[config.mk]
export PLATFORM = sky130hd
export DESIGN_NAME = multicycle_datapath
export DESIGN_NICKNAME = d
export VERILOG_FILES = /design/src/rtl/multicycle_datapath.sv
export SDC_FILE = /design/constraint.sdc
export NUM_CORES = 2
export LEC_CHECK = 0
export BUFFER_PORTS_ARGS = -buffer_cell sky130_fd_sc_hd__buf_2
export CORE_ASPECT_RATIO = 0.6
export CORE_MARGIN = 5
export CORE_UTILIZATION = 40
export DETAILED_ROUTE_END_ITERATION = 10
export GPL_TIMING_DRIVEN = 0
export PLACE_DENSITY = 0.57
export SYNTH_ARGS = -nofsm -noshare
export SYNTH_HDL_FRONTEND = slang
export SYNTH_SLANG_ARGS = --single-unit
[constraint.sdc]
create_clock -name clk_i -period 7.6 [get_ports clk_i]
set_input_delay 1.52 -clock clk_i [delete_from_list [all_inputs] [get_ports clk_i]]
set_output_delay 1.52 -clock clk_i [all_outputs]
set_load 0.005 [all_outputs]
[src/rtl/multicycle_datapath.sv]
// Multicycle RV32 datapath: PC/OldPC/IR/Data/A/B/ALUOut, 32x32 regfile, ALU.
// Ports: clk_i, rst_i (sync, active-high); control inputs from the
// controller FSM; status op_o/funct3_o/funct7_o/zero_o; memory port
// mem_addr_o/mem_wdata_o/mem_we_o/mem_rdata_i. Optional macro
// MCDP_DBG_PORT_EN adds dbg_raddr_i/dbg_rdata_o regfile read port.
module multicycle_datapath (
  input  logic        clk_i,
  input  logic        rst_i,
`ifdef MCDP_DBG_PORT_EN
  input  logic [4:0]  dbg_raddr_i,
  output logic [31:0] dbg_rdata_o,
`endif
  input  logic        pc_write_i,
  input  logic        addr_src_i,
  input  logic        mem_write_i,
  input  logic        ir_write_i,
  input  logic [1:0]  result_src_i,
  input  logic [2:0]  alu_control_i,
  input  logic [1:0]  alu_src_a_i,
  input  logic [1:0]  alu_src_b_i,
  input  logic [2:0]  imm_src_i,
  input  logic        reg_write_i,
  output logic [6:0]  op_o,
  output logic [2:0]  funct3_o,
  output logic        funct7_o,
  output logic        zero_o,
  output logic [31:0] mem_addr_o,
  output logic [31:0] mem_wdata_o,
  output logic        mem_we_o,
  input  logic [31:0] mem_rdata_i
);

  logic [31:0] pc_q;
  logic [31:0] old_pc_q;
  logic [31:0] ir_q;
  logic [31:0] data_q;
  logic [31:0] a_q;
  logic [31:0] b_q;
  logic [31:0] alu_out_q;
  logic [31:0] rf_q [32];

  logic [4:0]  rs1;
  logic [4:0]  rs2;
  logic [4:0]  rd;
  logic [31:0] rd1;
  logic [31:0] rd2;
  logic [31:0] imm_ext;
  logic [31:0] src_a;
  logic [31:0] src_b;
  logic [31:0] alu_result;
  logic [31:0] result;

  assign rs1 = ir_q[19:15];
  assign rs2 = ir_q[24:20];
  assign rd  = ir_q[11:7];

  // x0 is masked on read so its storage never matters.
  assign rd1 = (rs1 == 5'd0) ? 32'd0 : rf_q[rs1];
  assign rd2 = (rs2 == 5'd0) ? 32'd0 : rf_q[rs2];

`ifdef MCDP_DBG_PORT_EN
  assign dbg_rdata_o =
    (dbg_raddr_i == 5'd0) ? 32'd0 : rf_q[dbg_raddr_i];
`endif

  always_comb begin
    imm_ext = 32'd0;
    case (imm_src_i)
      3'b000: imm_ext = {{20{ir_q[31]}}, ir_q[31:20]};
      3'b001: imm_ext = {{20{ir_q[31]}}, ir_q[31:25],
                         ir_q[11:7]};
      3'b010: imm_ext = {{19{ir_q[31]}}, ir_q[31], ir_q[7],
                         ir_q[30:25], ir_q[11:8], 1'b0};
      3'b011: imm_ext = {{11{ir_q[31]}}, ir_q[31],
                         ir_q[19:12], ir_q[20],
                         ir_q[30:21], 1'b0};
      3'b100: imm_ext = {ir_q[31:12], 12'd0};
      default: imm_ext = 32'd0;
    endcase
  end

  always_comb begin
    src_a = 32'd0;
    case (alu_src_a_i)
      2'b00: src_a = pc_q;
      2'b01: src_a = old_pc_q;
      2'b10: src_a = a_q;
      default: src_a = 32'd0;
    endcase
  end

  always_comb begin
    src_b = 32'd0;
    case (alu_src_b_i)
      2'b00: src_b = b_q;
      2'b01: src_b = imm_ext;
      2'b10: src_b = 32'd4;
      default: src_b = 32'd0;
    endcase
  end

  always_comb begin
    alu_result = 32'd0;
    case (alu_control_i)
      3'b000: alu_result = src_a + src_b;
      3'b001: alu_result = src_a - src_b;
      3'b010: alu_result = src_a & src_b;
      3'b011: alu_result = src_a | src_b;
      3'b100: alu_result = src_a ^ src_b;
      3'b101: alu_result =
        ($signed(src_a) < $signed(src_b)) ? 32'd1 : 32'd0;
      default: alu_result = 32'd0;
    endcase
  end

  always_comb begin
    result = 32'd0;
    case (result_src_i)
      2'b00: result = alu_out_q;
      2'b01: result = data_q;
      2'b10: result = alu_result;
      default: result = imm_ext;
    endcase
  end

  assign zero_o      = (alu_result == 32'd0);
  assign op_o        = ir_q[6:0];
  assign funct3_o    = ir_q[14:12];
  assign funct7_o    = ir_q[30];
  assign mem_addr_o  = addr_src_i ? result : pc_q;
  assign mem_wdata_o = b_q;
  assign mem_we_o    = mem_write_i;

  // OldPC captures the pre-edge PC, so a combined fetch that also
  // advances PC still records the address of the fetched instruction.
  always_ff @(posedge clk_i) begin
    if (rst_i) begin
      pc_q      <= 32'd0;
      old_pc_q  <= 32'd0;
      ir_q      <= 32'd0;
      data_q    <= 32'd0;
      a_q       <= 32'd0;
      b_q       <= 32'd0;
      alu_out_q <= 32'd0;
      for (int i = 0; i < 32; i++) begin
        rf_q[i] <= 32'd0;
      end
    end else begin
      data_q    <= mem_rdata_i;
      a_q       <= rd1;
      b_q       <= rd2;
      alu_out_q <= alu_result;
      if (ir_write_i) begin
        ir_q     <= mem_rdata_i;
        old_pc_q <= pc_q;
      end
      if (pc_write_i) begin
        pc_q <= result;
      end
      if (reg_write_i && (rd != 5'd0)) begin
        rf_q[rd] <= result;
      end
    end
  end

endmodule

==> results.yml <==
outcome:
  status: "finished, violations left"
  violations: "capacitance limit, slew limit, setup timing"
power_and_ir_drop:
  static-leakage-power_nw: 28.1
  vdd_ir_drop_max_uv: 190
  power_mw: 18.1
  powerDensity_nw_per_um2: 228
cts:
  hold_buffers: 0
  clockRootBuffer: "clkbuf_16"
  cts-buffers-inserted: 118
  clock_latency_ns: 0.76
  clockBufferDepth: 3
  htreeDepth: 3
  clk_pin_slew_ns: 0.07
  cts_tree: "yes"
  clock-sinks: 1248
placed_design:
  numPortBuffers: 117
  place.gp.congestion: 1.04
  pre_cts_slack_ns: -4.08
  placed_cells: 7828
  hpwl_mm: 268
sta:
  fin_ws_ns: -0.555
  tightest_slew_ns: 1.69
  period_share_pct: 107
  max_slew_margin_pct: -12.9
  rsz0062_at_grt: "true"
  min_period_ns: 8.16
  hold_viol_final: 0
  setup_viol: 9
  skew_ns: 0.0348
  clock.fmax_mhz: 123
  slew_violations: 243
synthesis:
  synthArstFlopShare_pct: 0
  syn_area_per_cell_um2: 12.4
  synth_cell_types: 84
  yosys_warnings: 0
  synth_enable_flop_cells: 1024
  synthesis.area_um2: 66800
  synth_cells: 5388
  synthFlopType: "edfxtp_1"
  synth-seq-area-share_pct: 52.7
  ys_ff_latch: 1248
floorplan:
  core_area_um2: 166000
  io-pin-count: 128
  initial_core_util_pct: 40.1
  design.die.area_um2: 176000
  die_h_um: 327
  rows: 116
  die_w_um: 538
layout:
  fin_util_pct: 47.6
  fin_cells: 8170
  area_growth_pct: 18.6
  final_cell_mix: "nor2_1, edfxtp_1, mux4_2"
  layout_commonest_cell: "nor2_1"
  drive_above_1_share_pct: 26.9
  fill_cells: 15100
  nNetsFinal: 5960
routing:
  drtAntennaViolNets: 0
  via_per_inst: 6.89
  route.detailed.drc: 0
  wl_per_cell_um: 42.8
  wl_mm: 350
  drt-initial-drc-count: 11600
  firstDrtPassIters: 9
  vias: 56300
global_routing:
  grt_pass1_wl_mm: 454
  gr-usage-all-layers_pct: 38.6
  gr-total-overflow: 0
  grt_pass1_vias: 50300
  antenna_found_initial: 24
  grt_max_degree: 33
setup_path:
  crit_path_top_delay_cell: "clkdlybuf4s18_2"
  crit_required_ns: 6.08
  startpoint_type: "input port"
  path_max_fanout: 10
  arrival_ns: 6.64
  crit_path_end_kind: "output pin"
  worstSetupPathType: "input port to output pin"
  path_buf_inv: 5
  cp_slowest_stage_delay_ns: 0.72
  cp_top_family: "buffers and inverters"
  cp_cell_sequence: "clkbuf_2, clkbuf_4, clkdlybuf4s18_2, clkbuf_2, o21ai_0, o21ai_0, nor4b_2, nand4_1, nor4_4, nand4b_1, nor4_4, buf_2"
flow_run:
  cap_violations: 22
hold_path:
  hold_class: "flip-flop to flip-flop"
==> worst paths after layout <==
| path | endpoint | slack, ns | cells after the start | startpoint |
|---|---|---|---|---|
| hold reg to reg | ir_q[5] | 0.50 | 2 | ir_q[5] |
| setup / recovery | zero_o | -0.56 | 12 | alu_control_i[2] |
| setup reg to reg | rf_q[15][19] | 1.50 | 20 | ir_q[15] |
| hold / removal | ir_q[5] | 0.50 | 2 | ir_q[5] |
==> what timing repair did <==
| action | CTS | global route |
|---|---|---|
| buffers inserted | 62 | 56 |
| resized for setup | 414 | 162 |
| pin swaps | 69 | 68 |
| endpoints found under the setup margin | 647 | 25 |
| gates cloned | 0 | 1 |
==> per-layer routing <==
metal | up-vias | track usage, % | wire length (um)
met5 | - | 2.82 | 672
met4 | 26 | 9.31 | 10600
met3 | 675 | 23.8 | 72200
met2 | 5639 | 44.8 | 123000
met1 | 28900 | 58.1 | 143000
li1 | 21000 | - | -
==> through the flow <==
stage / cell area, um2 / hold WS, ns / setup TNS [ns]
after floorplan: 67000 / 0.460 / 0
after global placement: 70300 / 0.472 / -1380.30
after detailed placement: 71500 / 0.480 / -1239.65
after CTS: 77900 / 0.499 / -0.116
after global routing: 79200 / 0.520 / -0.921
final: 79200 / 0.498 / -0.862
==> area by class of cell <==
class | instances | area (um2) | share of cell area, %
sequential | 1248 | 35200 | 44.5
multi-input combinational | 3479 | 31200 | 39.3
clock buffer | 152 | 3340 | 4.22
tap | 2242 | 2810 | 3.54
timing repair buffer | 290 | 2790 | 3.52
buffer | 508 | 2480 | 3.13
clock inverter | 73 | 756 | 0.954
inverter | 166 | 638 | 0.805
antenna | 12 | 30.0 | 0.0379
==> sequential cells by signal (all words and copies together) (netlist names) <==
name,flops
data_q,32
old_pc_q,32
a_q,32
rf_q,1024
ir_q,32
mem_wdata_o,32
alu_out_q,32
pc_q,32
==> power breakdown <==
| group | internal (mW) | leakage [nW] | switching (mW) |
|---|---|---|---|
| Combinational | 1.24 | 13.7 | 2.46 |
| Clock | 3.57 | 2.03 | 2.93 |
| Sequential | 7.67 | 12.3 | 0.193 |
| Total | 12.5 | 28.1 | 5.59 |
==> tightest hold or removal path, cell delays in order (launching register included) <==
cell and delay [ns]:
dfxtp_1 0.33, mux2i_1 0.07, nor2_1 0.07
==> Yosys cell counts (all sizes together), types with 21 or more instances <==
cell,number,area share [%]
o21ai,81,0.61
nor2b,61,0.57
mux4,519,17
nand2,164,0.92
nor2,1260,7.1
ha,96,1.8
mux2i,290,4.3
a211oi,48,0.54
or3,21,0.20
nand3,27,0.20
mux2,85,1.4
buf,116,0.78
a21oi,186,1.4
dfxtp,224,6.7
a22o,29,0.38
a211o,32,0.42
o221ai,47,0.62
clkbuf,410,2.3
a221oi,37,0.48
o22ai,66,0.62
nand2b,25,0.23
and2,26,0.24
or2,21,0.20
nor3,88,0.66
inv,163,0.92
edfxtp,1024,46
nor4,23,0.22
==> kinds of logic (layout without fill, tap and decap cells) <==
kind of cell               after synthesis  in the layout  synth area share [%]
and+or+nand+nor                       1763           1763                  11.0
DFF                                   1248           1248                  52.7
muxes                                  894            894                  23.3
buffers and inverters                  692           1189                  4.01
AOI/OAI and AO/OA                      684            684                  6.99
adders and majority gates               98             98                  1.86
xor gates and xnor gates                 8              8                 0.105
other                                    1             44               0.00561
Power figures use the tool's default switching activity.
